$ cat src/rtl/id_ex_stage.sv
// -----------------------------------------------------------------------------
// id_ex_stage
//
// Pipeline register between decode (D) and execute (E) of a 5-stage RV32
// pipeline, together with the execute-side operand selection that hangs
// directly off that register.
//
// The register captures the decode-stage operands, specifiers and control
// bits on every rising clk edge. The hazard unit can hold it (StallE) or
// replace its contents with a bubble (FlushE). A 16-bit saturating counter
// records how many bubbles have been inserted since reset.
//
// Ports
//   clk, rst_n            : clock; synchronous active-low reset
//   StallE, FlushE        : hold / bubble requests from the hazard unit
//   RD1D, RD2D            : register-file read data from decode
//   PCD, ImmExtD          : decode PC and sign-extended immediate
//   Rs1D, Rs2D, RdD       : register specifiers
//   RegWriteD, MemWriteD, JumpD, BranchD, ALUSrcD : decode control bits
//   ResultSrcD, ALUControlD                       : decode control fields
//   ForwardAE, ForwardBE  : forwarding selects (00 reg, 01 WB, 10 MEM, 11 reg)
//   ALUResultM, ResultW   : values forwarded from MEM and WB
//   SrcAE, SrcBE          : ALU operands
//   WriteDataE            : store data (forwarded B, ignores ALUSrc)
//   PCE, ImmExtE          : registered PC and immediate
//   PCTargetE             : PCE + ImmExtE (branch / jump target)
//   Rs1E, Rs2E, RdE       : registered specifiers
//   RegWriteE, MemWriteE, JumpE, BranchE, ResultSrcE, ALUControlE : controls
//   ValidE                : 1 when the stage holds a real instruction
//   BubbleCount           : saturating number of flushes since reset
//
// Hold/bubble semantics: on each edge the priority is reset, then FlushE,
// then StallE, then a normal load. FlushE wins over StallE so that a stalled
// instruction can still be squashed. There is no valid/ready handshake; the
// hazard unit owns flow control through StallE/FlushE.
// -----------------------------------------------------------------------------
module id_ex_stage (
  input  logic        clk,
  input  logic        rst_n,
  input  logic        StallE,
  input  logic        FlushE,
  input  logic [31:0] RD1D,
  input  logic [31:0] RD2D,
  input  logic [31:0] PCD,
  input  logic [31:0] ImmExtD,
  input  logic [4:0]  Rs1D,
  input  logic [4:0]  Rs2D,
  input  logic [4:0]  RdD,
  input  logic        RegWriteD,
  input  logic        MemWriteD,
  input  logic        JumpD,
  input  logic        BranchD,
  input  logic        ALUSrcD,
  input  logic [1:0]  ResultSrcD,
  input  logic [2:0]  ALUControlD,
  input  logic [1:0]  ForwardAE,
  input  logic [1:0]  ForwardBE,
  input  logic [31:0] ALUResultM,
  input  logic [31:0] ResultW,
  output logic [31:0] SrcAE,
  output logic [31:0] SrcBE,
  output logic [2:0]  ALUControlE,
  output logic [31:0] WriteDataE,
  output logic [31:0] PCE,
  output logic [31:0] ImmExtE,
  output logic [31:0] PCTargetE,
  output logic [4:0]  Rs1E,
  output logic [4:0]  Rs2E,
  output logic [4:0]  RdE,
  output logic        RegWriteE,
  output logic        MemWriteE,
  output logic        JumpE,
  output logic        BranchE,
  output logic        ValidE,
  output logic [1:0]  ResultSrcE,
  output logic [15:0] BubbleCount
);

  localparam logic [15:0] BUBBLE_MAX = 16'hFFFF;

  // Stage register fields
  logic [31:0] rd1_q, rd1_d;
  logic [31:0] rd2_q, rd2_d;
  logic [31:0] pc_q, pc_d;
  logic [31:0] imm_ext_q, imm_ext_d;
  logic [4:0]  rs1_q, rs1_d;
  logic [4:0]  rs2_q, rs2_d;
  logic [4:0]  rd_q, rd_d;
  logic        reg_write_q, reg_write_d;
  logic        mem_write_q, mem_write_d;
  logic        jump_q, jump_d;
  logic        branch_q, branch_d;
  logic        alu_src_q, alu_src_d;
  logic [1:0]  result_src_q, result_src_d;
  logic [2:0]  alu_control_q, alu_control_d;
  logic        valid_q, valid_d;

  // Bubble statistics
  logic [15:0] bubble_count_q, bubble_count_d;

  // Execute-side operand selection
  logic [31:0] fwd_a;
  logic [31:0] fwd_b;

  // ---------------------------------------------------------------------------
  // Next-state for the stage register: hold by default, bubble on flush,
  // load when not stalled.
  // ---------------------------------------------------------------------------
  always_comb begin
    rd1_d         = rd1_q;
    rd2_d         = rd2_q;
    pc_d          = pc_q;
    imm_ext_d     = imm_ext_q;
    rs1_d         = rs1_q;
    rs2_d         = rs2_q;
    rd_d          = rd_q;
    reg_write_d   = reg_write_q;
    mem_write_d   = mem_write_q;
    jump_d        = jump_q;
    branch_d      = branch_q;
    alu_src_d     = alu_src_q;
    result_src_d  = result_src_q;
    alu_control_d = alu_control_q;
    valid_d       = valid_q;

    if (FlushE) begin
      // A bubble is an all-zero instruction: add with no side effects,
      // destination x0, and marked invalid.
      rd1_d         = '0;
      rd2_d         = '0;
      pc_d          = '0;
      imm_ext_d     = '0;
      rs1_d         = '0;
      rs2_d         = '0;
      rd_d          = '0;
      reg_write_d   = 1'b0;
      mem_write_d   = 1'b0;
      jump_d        = 1'b0;
      branch_d      = 1'b0;
      alu_src_d     = 1'b0;
      result_src_d  = '0;
      alu_control_d = '0;
      valid_d       = 1'b0;
    end else if (!StallE) begin
      rd1_d         = RD1D;
      rd2_d         = RD2D;
      pc_d          = PCD;
      imm_ext_d     = ImmExtD;
      rs1_d         = Rs1D;
      rs2_d         = Rs2D;
      rd_d          = RdD;
      reg_write_d   = RegWriteD;
      mem_write_d   = MemWriteD;
      jump_d        = JumpD;
      branch_d      = BranchD;
      alu_src_d     = ALUSrcD;
      result_src_d  = ResultSrcD;
      // Any encoding, defined or not, is carried through untouched; decoding
      // is the ALU's job.
      alu_control_d = ALUControlD;
      valid_d       = 1'b1;
    end
  end

  // ---------------------------------------------------------------------------
  // Bubble counter: counts flush edges, sticks at all-ones.
  // ---------------------------------------------------------------------------
  always_comb begin
    bubble_count_d = bubble_count_q;
    if (FlushE && (bubble_count_q != BUBBLE_MAX)) begin
      bubble_count_d = bubble_count_q + 16'd1;
    end
  end

  // ---------------------------------------------------------------------------
  // State registers
  // ---------------------------------------------------------------------------
  always_ff @(posedge clk) begin
    if (!rst_n) begin
      rd1_q          <= '0;
      rd2_q          <= '0;
      pc_q           <= '0;
      imm_ext_q      <= '0;
      rs1_q          <= '0;
      rs2_q          <= '0;
      rd_q           <= '0;
      reg_write_q    <= 1'b0;
      mem_write_q    <= 1'b0;
      jump_q         <= 1'b0;
      branch_q       <= 1'b0;
      alu_src_q      <= 1'b0;
      result_src_q   <= '0;
      alu_control_q  <= '0;
      valid_q        <= 1'b0;
      bubble_count_q <= '0;
    end else begin
      rd1_q          <= rd1_d;
      rd2_q          <= rd2_d;
      pc_q           <= pc_d;
      imm_ext_q      <= imm_ext_d;
      rs1_q          <= rs1_d;
      rs2_q          <= rs2_d;
      rd_q           <= rd_d;
      reg_write_q    <= reg_write_d;
      mem_write_q    <= mem_write_d;
      jump_q         <= jump_d;
      branch_q       <= branch_d;
      alu_src_q      <= alu_src_d;
      result_src_q   <= result_src_d;
      alu_control_q  <= alu_control_d;
      valid_q        <= valid_d;
      bubble_count_q <= bubble_count_d;
    end
  end

  // ---------------------------------------------------------------------------
  // Forwarding muxes. Select 11 is unused by the hazard unit and falls back
  // to the register value so a stray select cannot inject stale data.
  // ---------------------------------------------------------------------------
  always_comb begin
    fwd_a = rd1_q;
    case (ForwardAE)
      2'b01:   fwd_a = ResultW;
      2'b10:   fwd_a = ALUResultM;
      default: fwd_a = rd1_q;
    endcase
  end

  always_comb begin
    fwd_b = rd2_q;
    case (ForwardBE)
      2'b01:   fwd_b = ResultW;
      2'b10:   fwd_b = ALUResultM;
      default: fwd_b = rd2_q;
    endcase
  end

  // ---------------------------------------------------------------------------
  // Outputs
  // ---------------------------------------------------------------------------
  assign SrcAE       = fwd_a;
  assign SrcBE       = alu_src_q ? imm_ext_q : fwd_b;
  // Stores always need the register operand even when the ALU takes the
  // immediate for address generation.
  assign WriteDataE  = fwd_b;
  assign PCTargetE   = pc_q + imm_ext_q;

  assign ALUControlE = alu_control_q;
  assign PCE         = pc_q;
  assign ImmExtE     = imm_ext_q;
  assign Rs1E        = rs1_q;
  assign Rs2E        = rs2_q;
  assign RdE         = rd_q;
  assign RegWriteE   = reg_write_q;
  assign MemWriteE   = mem_write_q;
  assign JumpE       = jump_q;
  assign BranchE     = branch_q;
  assign ResultSrcE  = result_src_q;
  assign ValidE      = valid_q;
  assign BubbleCount = bubble_count_q;

endmodule

$ cat config.mk
export PLATFORM = sky130hd
export DESIGN_NAME = id_ex_stage
export DESIGN_NICKNAME = d
export VERILOG_FILES = /design/src/rtl/id_ex_stage.sv
export SDC_FILE = /design/constraint.sdc
export NUM_CORES = 1
export LEC_CHECK = 0
export CAP_MARGIN = 20
export CELL_PAD_IN_SITES_DETAIL_PLACEMENT = 0
export CELL_PAD_IN_SITES_GLOBAL_PLACEMENT = 1
export CORE_AREA = 2 2 179 181
export DETAILED_ROUTE_END_ITERATION = 10
export DIE_AREA = 0 0 181 183
export DONT_BUFFER_PORTS = 1
export PLACE_DENSITY_LB_ADDON = 0.05
export SLEW_MARGIN = 15
export SYNTH_ARGS = -nofsm -noshare
export SYNTH_HDL_FRONTEND = slang
export SYNTH_SLANG_ARGS = --single-unit
$ cat constraint.sdc
create_clock -name clk -period 4.66 [get_ports clk]
set_input_delay 0.699 -clock clk [delete_from_list [all_inputs] [get_ports clk]]
set_output_delay 0.699 -clock clk [all_outputs]
set_load 0.01 [all_outputs]
==> impl_metrics.py, run 1 <==
metrics = {
    "run_status": {
        "outcome": "completed",
    },
    "detailed_routing": {
        "ant_nets": 0,
        "wirelength_mm": 37.43,
        "via_count": 7779,
        "drc": 0,
        "wl_per_cell_microns": 25.80,
        "routed_via_density": 5.361,
        "drt_iter0_drc": 456,
        "dr.pass1.iters": 7,
    },
    "final_layout": {
        "finalNonFillerCells": 1451,
        "layout-drive-gt1-share_pct": 9.160,
        "syn2layout_area_growth_pct": 9.362,
        "nets": 1298,
        "final_area_sq_mm": 0.01030,
    },
    "yosys": {
        "synth_top_area_share_pct": 36.12,
        "yosysWarnings": 0,
        "synth_flop_cell": "dfxtp_1",
        "synthCells": 1082,
        "syn_area_sq_mm": 0.009422,
        "ys_ff_latch": 170,
        "synth_top_cell_by_area": "dfxtp_1",
        "async_reset_ff_share_pct": 0,
        "synth_area_leaders": "dfxtp_1, mux2i_1, nor2_1",
        "ys_top_cells_by_count": "dfxtp_1, nor2_1, mux2i_1, nand2_1, o21ai_0",
        "synth_edf_count": 0,
        "yosys.cell_types.count": 61,
        "avgSynthCellArea_sq_um": 8.708,
        "syn_nets": 1344,
        "synth_sequential_area_ratio_pct": 36.12,
    },
    "global_route": {
        "overflow": 0,
        "grt_util_all_layers_pct": 21.90,
        "grt_max_degree": 155,
        "grt_pass1_vias": 7833,
        "grt_pass1_wl_mm": 53.36,
        "antenna_found_initial": 2,
    },
    "sta": {
        "rsz0062_at_grt": "no",
        "slew_viol_final": 0,
        "timing.fmax_ghz": 0.2613,
        "hold_viol_final": 0,
        "finalCriticalPeriod_ns": 3.827,
        "setup-violations-final": 0,
        "clock_skew_ns": 0.005400,
        "relSlewSlack_pct": 31.30,
        "post-route-period-util_pct": 82.13,
        "setup_tns_ns": 0,
        "holdWs_ns": 0.3516,
        "tightestPinTransition_ns": 1.031,
    },
    "pwr": {
        "power.internal_uw": 2450,
        "pwr-share-clk_pct": 42.1,
        "seqPwrFrac_pct": 45.4,
        "power_density_mw_per_mm2": 333.6,
        "ir_worst_vdd_uv": 250.1,
        "switching_share_pct": 28.71,
        "power_switching_uw": 986.9,
        "power_frac_comb_pct": 12.5,
        "leakage_uw": 0.004244,
    },
    "clock_tree": {
        "cts.repair.resized": 0,
        "htree_levels": 4,
        "clk_pin_slew_ns": 0.07,
        "ctsLongestPathBuffers": 2,
        "root_buffer": "clkbuf_16",
        "cts_made_buffers": 17,
        "clk_latency_ns": 0.45,
        "cts_setup_buffers": 0,
        "cts_tree": "done",
        "cts_hold_buffers": 0,
        "cts.sinks": 170,
    },
    "critical_path": {
        "critPathMaxFanout": 5,
        "crit_type": "reg2out",
        "rr_worst_depth": 8,
        "crit_path_start": "ImmExtE[1]$_SDFFE_PP0N_",
        "endpoint": "PCTargetE[31]",
        "startpoint_type": "flop",
        "end_kind": "primary output",
        "worstPathRequired_ns": 3.96,
        "rrSetupSlack_ns": 2.43,
        "r2r-start": "BubbleCount[1]$_SDFFE_PN0P_",
        "cp.arrival_ns": 3.13,
        "rr_endpoint": "BubbleCount[9]$_SDFFE_PN0P_",
    },
    "placed_design": {
        "dp_hpwl_mm": 28.69,
        "io_buffers": 0,
        "dp.cells": 1418,
        "placed_area_sq_mm": 0.009709,
        "place_congestion": 0.8082,
    },
    "flow_run": {
        "maxCapViolCount": 0,
    },
    "die": {
        "die-height_microns": 183,
        "ios": 458,
        "die_w_microns": 181,
        "start_util_pct": 30.17,
        "row_count": 65,
        "core_sq_mm": 0.03123,
        "dieArea_sq_mm": 0.03312,
    },
    "min_path": {
        "min_path_type": "in2reg",
    },
}
## worst min path at each step
| stage | depth (start not counted) | slack, ns | startpoint | to |
|---|---|---|---|---|
| floorplan | 2 | 0.46 | rd1_q[0]$_SDFFE_PP0N_ | rd1_q[0]$_SDFFE_PP0N_ |
| global placement | 2 | 0.47 | rd1_q[29]$_SDFFE_PP0N_ | rd1_q[29]$_SDFFE_PP0N_ |
| detailed placement | 2 | 0.49 | rd2_q[11]$_SDFFE_PP0N_ | rd2_q[11]$_SDFFE_PP0N_ |
| CTS | 1 | 0.33 | StallE | ValidE$_SDFFE_PP0N_ |
| global route | 1 | 0.35 | rst_n | BubbleCount[4]$_SDFFE_PN0P_ |
| finish | 1 | 0.35 | StallE | ValidE$_SDFFE_PP0N_ |
## layout make-up
cell class,count,area (sq um)
fill,3334,20930
multi-input combinational,825,5689
sequential,170,3405
tap,402,503.0
clock buffer,18,429.2
clock inverter,13,142.6
timing repair buffer,10,87.58
inverter,12,45.04
antenna,1,2.502
## per-stage QoR
stage               util [%]  setup WS [ns]  power (uW)
floorplan                  -          1.695        1936
finish                 32.99         0.8327        3437
global route           32.99         0.6590        3590
detailed placement     31.09          1.240        2024
global placement       31.09          1.307        2023
CTS                    32.92         0.8323        3485
## worst max-delay path, cell delays in order, from the launching register on
cell and delay [ns]:
dfxtp_1 0.51, ha_1 0.32, a211oi_2 0.30, o211ai_2 0.14, a221oi_4 0.38, a21oi_1 0.19, nor3_2 0.28, o41ai_2 0.13
xnor2_1 0.43
## sequential cells by signal, summed over array words and instances, names as in the netlist
signal	cells
Rs2E	5
ResultSrcE	2
MemWriteE	1
JumpE	1
rd1_q	32
RdE	5
BranchE	1
ImmExtE	32
rd2_q	32
ValidE	1
RegWriteE	1
PCE	32
ALUControlE	3
Rs1E	5
alu_src_q	1
BubbleCount	16
## layer usage
| metal | vias to the layer above | part of all wire [%] | GRT usage [%] |
|---|---|---|---|
| li1 | 3734 | - | - |
| met1 | 3707 | 41 | 26.15 |
| met2 | 310 | 48 | 37.25 |
| met3 | 26 | 8.9 | 8.261 |
| met4 | 2 | 1.3 | 5.366 |
| met5 | - | 0.035 | 0 |
## power groups by stage
stage	Combinational (uW)	Clock, uW	Sequential [uW]
3_3_place_gp	426	0	1600
2_1_floorplan	366	0	1570
5_1_grt	470	1550	1570
4_1_cts	429	1490	1560
3_5_place_dp	428	0	1600
6_report	429	1450	1560
## logic make-up after synthesis
| group | count (synthesis) | synth area share, % |
|---|---|---|
| AND/OR/NAND/NOR | 332 | 15.21 |
| AO/OA/AOI/OAI | 231 | 16.25 |
| multiplexers | 185 | 20.08 |
| flip-flops | 170 | 36.12 |
| buffers and inverters | 87 | 3.626 |
| XOR/XNOR | 40 | 3.719 |
| adder cells (fa/ha/maj) | 37 | 4.993 |
## placed cells by master (no fill, tap or decap), types with 3 or more instances in the layout
master     instances
mux2i_1          153
nor2_1           170
clkbuf_16         17
a21o_1             9
a31oi_1            6
o21ai_1            5
nand4_1            9
buf_4              9
or3_1              4
and2_1            10
and3_1             4
inv_1             12
xnor2_1           26
nand3_1           20
dfxtp_1          169
inv_6              4
ha_1              34
o211ai_1           3
clkinv_2           3
a22oi_1           64
o21ai_0           80
nand2_1           96
mux2_2            32
a21oi_1           29
xor2_1            14
Note: power is estimated with default switching activity, not from simulation.
==> run 2, diff against run 1 <==
--- a/config.mk
+++ b/config.mk
@@ -8,9 +8,9 @@
 export CAP_MARGIN = 20
 export CELL_PAD_IN_SITES_DETAIL_PLACEMENT = 0
 export CELL_PAD_IN_SITES_GLOBAL_PLACEMENT = 1
-export CORE_AREA = 2 2 179 181
+export CORE_AREA = 2 2 180 182
 export DETAILED_ROUTE_END_ITERATION = 10
-export DIE_AREA = 0 0 181 183
+export DIE_AREA = 0 0 182 184
 export DONT_BUFFER_PORTS = 1
 export PLACE_DENSITY_LB_ADDON = 0.05
 export SLEW_MARGIN = 15
==> constraint.sdc (replaced) <==
create_clock -name clk -period 3.7 [get_ports clk]
set_input_delay 0.555 -clock clk [delete_from_list [all_inputs] [get_ports clk]]
set_output_delay 0.555 -clock clk [all_outputs]
set_load 0.01 [all_outputs]
==> run 2 against run 1 <==
Against the previous run: die area grew 1.1%; final cell count up 1.3%; hold slack lost 0.11 ns; sequential share of layout area is 0.86 points lower; clock-buffer cell count up 2; clock power grew 44%.
==> impl_metrics.py, run 2 (synthesized netlist as in run 1, its figures left out) <==
metrics = {
    "run_status": {
        "outcome": "completed",
    },
    "critical_path": {
        "startpoint_type": "flop",
        "crit_slowest_cell": "fa_1",
        "cp.arrival_ns": 3.02,
        "critPathMaxFanout": 5,
        "cpPeakStageDelay_ns": 0.43,
        "crit_type": "reg2out",
        "end_kind": "primary output",
        "path_cells": "ha_1, fa_1, a21o_1, a31oi_2, o21ai_2, a31oi_4, o211ai_1, a21oi_1, xnor2_1",
        "worstPathRequired_ns": 3.14,
    },
    "sta": {
        "relSlewSlack_pct": 32.99,
        "clock_skew_ns": 0.008147,
        "finalCriticalPeriod_ns": 3.576,
        "slew_viol_final": 0,
        "hold_viol_final": 0,
        "tightestPinTransition_ns": 1.005,
        "timing.fmax_ghz": 0.2796,
        "rsz0062_at_grt": "yes",
        "post-route-period-util_pct": 96.65,
        "setup-violations-final": 0,
    },
    "detailed_routing": {
        "drc": 0,
        "ant_nets": 0,
        "drt_iter0_drc": 442,
        "dr.pass1.iters": 5,
        "wl_per_cell_microns": 25.14,
        "routed_via_density": 5.310,
        "via_count": 7806,
        "wirelength_mm": 36.96,
    },
    "clock_tree": {
        "cts_setup_buffers": 0,
        "cts.sinks": 170,
        "clk_latency_ns": 0.44,
        "clk_pin_slew_ns": 0.07,
        "root_buffer": "clkbuf_16",
        "cts_made_buffers": 17,
        "ctsLongestPathBuffers": 2,
        "htree_levels": 4,
        "cts_tree": "done",
    },
    "final_layout": {
        "final_cell_mix": "nor2_1, dfxtp_1, mux2i_1, nand2_1, o21ai_0",
        "final_common_cell": "nor2_1",
        "nets": 1314,
        "seq_area_sq_mm": 0.003406,
        "multi_input_area_sq_mm": 0.005733,
        "final_util_pct": 33.71,
        "layout-drive-gt1-share_pct": 11.08,
        "syn2layout_area_growth_pct": 12.31,
        "fillCellCount": 3307,
        "final_area_sq_mm": 0.01058,
    },
    "placed_design": {
        "dp_hpwl_mm": 28.10,
        "placed_area_sq_mm": 0.009862,
        "io_buffers": 0,
        "place_congestion": 0.7851,
    },
    "pwr": {
        "power.internal_uw": 3387,
        "switching_share_pct": 26.71,
        "power_density_mw_per_mm2": 436.8,
        "ir_worst_vdd_uv": 312.3,
        "power_frac_comb_pct": 12.4,
        "seqPwrFrac_pct": 42.5,
        "leakage_uw": 0.004387,
        "power_switching_uw": 1235,
        "pwr-share-clk_pct": 45.2,
    },
    "die": {
        "die_w_microns": 182,
        "row_count": 65,
        "dieArea_sq_mm": 0.03349,
        "start_util_pct": 30.01,
        "die-height_microns": 184,
        "core_sq_mm": 0.03139,
        "ios": 458,
    },
    "global_route": {
        "grt_pass1_wl_mm": 52.14,
        "grt_max_degree": 155,
        "overflow": 0,
        "antenna_found_initial": 3,
        "grt_util_all_layers_pct": 21.20,
        "grt_pass1_vias": 7763,
    },
    "min_path": {
        "min_path_type": "in2reg",
    },
    "flow_run": {
        "maxCapViolCount": 0,
    },
}
-- run 2: cell types whose count changed in the layout (fill, tap and decap cells not counted), sizes merged --
cell | before | now
bufinv | 2 | 6
buf | 10 | 26
clkinv | 5 | 2
clkbuf | 18 | 20
inv | 16 | 12
clkinvlp | 2 | 4
diode | 1 | 3
-- run 2: cell type report --
class                           instances  share of cell area [%]
Antenna cell                            3                 0.07095
Clock buffer                           20                   4.221
Clock inverter                         12                   2.081
Inverter                               12                  0.4257
Multi-Input combinational cell        825                   54.18
Sequential cell                       170                   32.19
Tap cell                              402                   4.753
Timing Repair Buffer                   26                   2.081
-- run 2: per-layer routing --
metal	vias to the layer above	track usage [%]	wire, microns
met5	-	0	0
met4	0	6.968	642
met3	31	7.865	3160
met2	309	35.16	17470
met1	3686	25.36	15690
li1	3780	-	-
-- run 2: worst max-delay path: cells and delay by family (launching register included) --
kind / cells / cell delay, ns
flops: 1 / 0.37
compound gates: 6 / 1.29
fa+ha+maj: 2 / 0.70
xor+xnor: 1 / 0.21
-- run 2: timing repair --
item | 4_1_cts | 5_1_grt
hold buffers | 0 | 0
endpoints found under the setup margin | 0 | 8
gates resized for setup | 0 | 7
-- run 2: worst paths after layout --
| check | startpoint | endpoint | slack, ns | cells past startpoint |
|---|---|---|---|---|
| hold / removal | rst_n | BubbleCount[10]$_SDFFE_PN0P_ | 0.24 | 1 |
| setup reg to reg | BubbleCount[1]$_SDFFE_PN0P_ | BubbleCount[11]$_SDFFE_PN0P_ | 1.50 | 8 |
| setup / recovery | ImmExtE[0]$_SDFFE_PP0N_ | PCTargetE[26] | 0.12 | 9 |
| hold reg to reg | rd1_q[20]$_SDFFE_PP0N_ | rd1_q[20]$_SDFFE_PP0N_ | 0.50 | 2 |
-- run 2: power by group through the flow --
stage               clock (uW)  combinational (uW)  sequential [uW]
floorplan                    0                 460             1980
global placement             0                 574             2010
detailed placement           0                 574             2010
CTS                       2160                 574             1960
global route              2230                 621             1970
finish                    2090                 571             1960
-- run 2: stage by stage --
step	TNS (ns)	worst slack [ns]	cells	power, uW	hold slack, ns
floorplan	0	0.8789	1082	2438	0.4633
global placement	0	0.5510	1435	2580	0.4736
detailed placement	0	0.5112	1435	2580	0.4839
CTS	0	0.01065	1467	4697	0.2043
global route	-0.006919	-0.006919	1469	4824	0.2120
finish	0	0.1239	1470	4622	0.2421
==> run 3, diff against run 2 <==
--- a/config.mk
+++ b/config.mk
@@ -5,12 +5,13 @@
 export SDC_FILE = /design/constraint.sdc
 export NUM_CORES = 1
 export LEC_CHECK = 0
+export ABC_AREA = 1
 export CAP_MARGIN = 20
 export CELL_PAD_IN_SITES_DETAIL_PLACEMENT = 0
 export CELL_PAD_IN_SITES_GLOBAL_PLACEMENT = 1
-export CORE_AREA = 2 2 180 182
+export CORE_AREA = 2 2 179 181
 export DETAILED_ROUTE_END_ITERATION = 10
-export DIE_AREA = 0 0 182 184
+export DIE_AREA = 0 0 181 183
 export DONT_BUFFER_PORTS = 1
 export PLACE_DENSITY_LB_ADDON = 0.05
 export SLEW_MARGIN = 15
==> run 3 against run 2 <==
Against the previous run: non-clock buffer count increased by 21; clock-buffer cell count decreased by 3; fmax increased by 12%; sequential share of layout area decreased by 2.1 points; final cell count increased by 42%; global-route usage increased by 5.7 points; first-iteration DRC count increased by 41%; critical endpoint is now PCTargetE[28]; highest routed layer is now met5.
==> impl_metrics.py, run 3 <==
metrics = {
    "run_status": {
        "outcome": "completed",
    },
    "die": {
        "ios": 458,
        "die_w_microns": 181,
        "row_count": 65,
        "dieArea_sq_mm": 0.03312,
        "core_sq_mm": 0.03123,
        "start_util_pct": 32.57,
        "die-height_microns": 183,
    },
    "yosys": {
        "yosysMostFrequentCell": "nand2_1",
        "syn_nets": 1948,
        "synth_sequential_area_ratio_pct": 33.46,
        "ys_ff_latch": 170,
        "synth_top_area_share_pct": 33.46,
        "ys_top_cells_by_count": "nand2_1, a21oi_1, dfxtp_1, inv_1, nor2_1",
        "synth_edf_count": 0,
        "avgSynthCellArea_sq_um": 6.033,
        "yosysWarnings": 0,
        "synth_flop_cell": "dfxtp_1",
        "synthCells": 1686,
        "async_reset_ff_share_pct": 0,
        "yosys.cell_types.count": 31,
        "synth_top_cell_by_area": "dfxtp_1",
        "syn_area_sq_mm": 0.01017,
        "synth_area_leaders": "dfxtp_1, nand2_1, a21oi_1",
    },
    "pwr": {
        "power_density_mw_per_mm2": 408.9,
        "leakage_uw": 0.005259,
        "power_frac_comb_pct": 16.9,
        "power_switching_uw": 1499,
        "switching_share_pct": 32.44,
        "pwr-share-clk_pct": 40.7,
        "power.internal_uw": 3122,
        "ir_worst_vdd_uv": 327.8,
        "seqPwrFrac_pct": 42.4,
    },
    "detailed_routing": {
        "dr.pass1.iters": 7,
        "drt_iter0_drc": 622,
        "wl_met2_mm": 21.55,
        "routed_via_density": 5.098,
        "drc": 0,
        "dr.max_layer_used": "met5",
        "met1_length_mm": 18.28,
        "via_count": 10620,
        "route.met3.wl_mm": 4.332,
        "ant_nets": 0,
        "wl_per_cell_microns": 21.89,
        "wirelength_mm": 45.61,
    },
    "flow_run": {
        "maxCapViolCount": 0,
    },
    "clock_tree": {
        "cts_hold_buffers": 0,
        "cts.repair.resized": 0,
        "ctsLongestPathBuffers": 2,
        "cts_made_buffers": 17,
        "cts.sinks": 170,
        "cts_setup_buffers": 0,
        "cts_tree": "done",
        "clk_latency_ns": 0.46,
        "clk_pin_slew_ns": 0.07,
        "htree_levels": 4,
        "root_buffer": "clkbuf_16",
    },
    "sta": {
        "slew_viol_final": 0,
        "finalCriticalPeriod_ns": 3.184,
        "hold_viol_final": 0,
        "tightestPinTransition_ns": 0.7946,
        "clock_skew_ns": 0.007471,
        "post-route-period-util_pct": 86.06,
        "timing.fmax_ghz": 0.3140,
        "rsz0062_at_grt": "no",
        "setup_tns_ns": 0,
        "finalWorstSetupSlack_ns": 0.5157,
        "setup-violations-final": 0,
        "relSlewSlack_pct": 47.03,
    },
    "critical_path": {
        "cp.arrival_ns": 2.63,
        "worstPathRequired_ns": 3.14,
        "startpoint_type": "flop",
        "crit_path_start": "ImmExtE[0]$_SDFFE_PP0N_",
        "crit_type": "reg2out",
        "critPathMaxFanout": 4,
        "end_kind": "primary output",
        "r2r-start": "BubbleCount[0]$_SDFFE_PN0P_",
    },
    "placed_design": {
        "place_ws_ns": 0.9247,
        "dp_hpwl_mm": 35.20,
        "io_buffers": 0,
        "place_congestion": 0.8638,
    },
    "final_layout": {
        "final_cell_mix": "nand2_1, a21oi_1, dfxtp_1, inv_1, nor2_1",
        "final_common_cell": "nand2_1",
        "layout-drive-gt1-share_pct": 6.015,
        "fillCellCount": 3540,
        "nets": 1928,
        "syn2layout_area_growth_pct": 11.11,
    },
    "global_route": {
        "grt_pass1_vias": 10420,
        "overflow": 0,
        "grt_util_all_layers_pct": 26.93,
        "antenna_found_initial": 3,
        "grt_max_degree": 156,
        "grt_pass1_wl_mm": 66.85,
    },
    "min_path": {
        "min_path_type": "in2reg",
        "hp-start": "rst_n",
    },
}
-- run 3: changes by cell type in the layout (fill, tap and decap cells not counted), sizes merged, moves of 21 or more --
cell | previous run | this run
xnor2 | 26 | 4
mux2 | 32 | 0
a22oi | 64 | 0
mux2i | 153 | 0
inv | 12 | 134
a21oi | 31 | 315
nand2 | 97 | 745
nor2 | 172 | 119
o21ai | 87 | 3
buf | 26 | 47
-- run 3: power groups by stage --
stage          Sequential, uW  Clock (uW)  Combinational, uW
2_1_floorplan            1980           0                529
3_3_place_gp             2000           0                780
3_5_place_dp             2000           0                784
4_1_cts                  1960        1930                786
5_1_grt                  1970        1990                855
6_report                 1960        1880                781
-- run 3: critical path, stage by stage, from the launching register on --
cell and delay [ns]:
dfxtp_1 0.39, ha_1 0.28, fa_1 0.49, nand3_1 0.12, nand3_1 0.12, nand2_1 0.09, nand2_1 0.13, nand2_1 0.09
nand2_1 0.12, nand2_1 0.13, nand2_1 0.06, nand2_1 0.05, nand2_1 0.09
-- run 3: routing by layer --
metal / GRT usage [%] / up-vias
met2: 46.63 / 408
met1: 30.45 / 4870
met4: 10.50 / 2
met5: 0 / -
li1: - / 5277
met3: 9.432 / 62
-- run 3: layout make-up --
type,count,area (sq um),area share [%]
inverters,128,483.0,4.274
clock buffers,17,425.4,3.764
well taps,402,503.0,4.451
repair buffers,47,397.9,3.521
flip-flops and latches,170,3403,30.12
clock inverters,15,158.9,1.406
diodes,2,5.005,0.04429
multi-input cells,1302,5924,52.42
-- run 3: per-stage QoR --
stage | power [uW] | instance area [sq um] | hold WS (ns) | cells | utilization (%)
2_1_floorplan | 2505 | 10170 | 0.4335 | 1686 | -
3_3_place_gp | 2784 | 10680 | 0.4523 | 2048 | 34.21
3_5_place_dp | 2788 | 10680 | 0.4535 | 2048 | 34.21
4_1_cts | 4676 | 11270 | 0.1908 | 2080 | 36.08
5_1_grt | 4812 | 11300 | 0.2152 | 2082 | 36.18
6_report | 4621 | 11300 | 0.2193 | 2083 | 36.19
-- run 3: cell families after synthesis --
kind of cell | synth area share, %
simple gates | 35.02
flops | 33.46
buf+inv | 8.316
fa+ha+maj | 4.625
xor+xnor | 2.239
compound gates | 16.34
-- run 3: final timing paths --
check | end | slack, ns | cells past startpoint
setup / recovery | PCTargetE[28] | 0.52 | 12
hold / removal | BubbleCount[11]$_SDFFE_PN0P_ | 0.22 | 2
setup reg to reg | BubbleCount[9]$_SDFFE_PN0P_ | 1.70 | 8
hold reg to reg | rd1_q[16]$_SDFFE_PP0N_ | 0.46 | 2
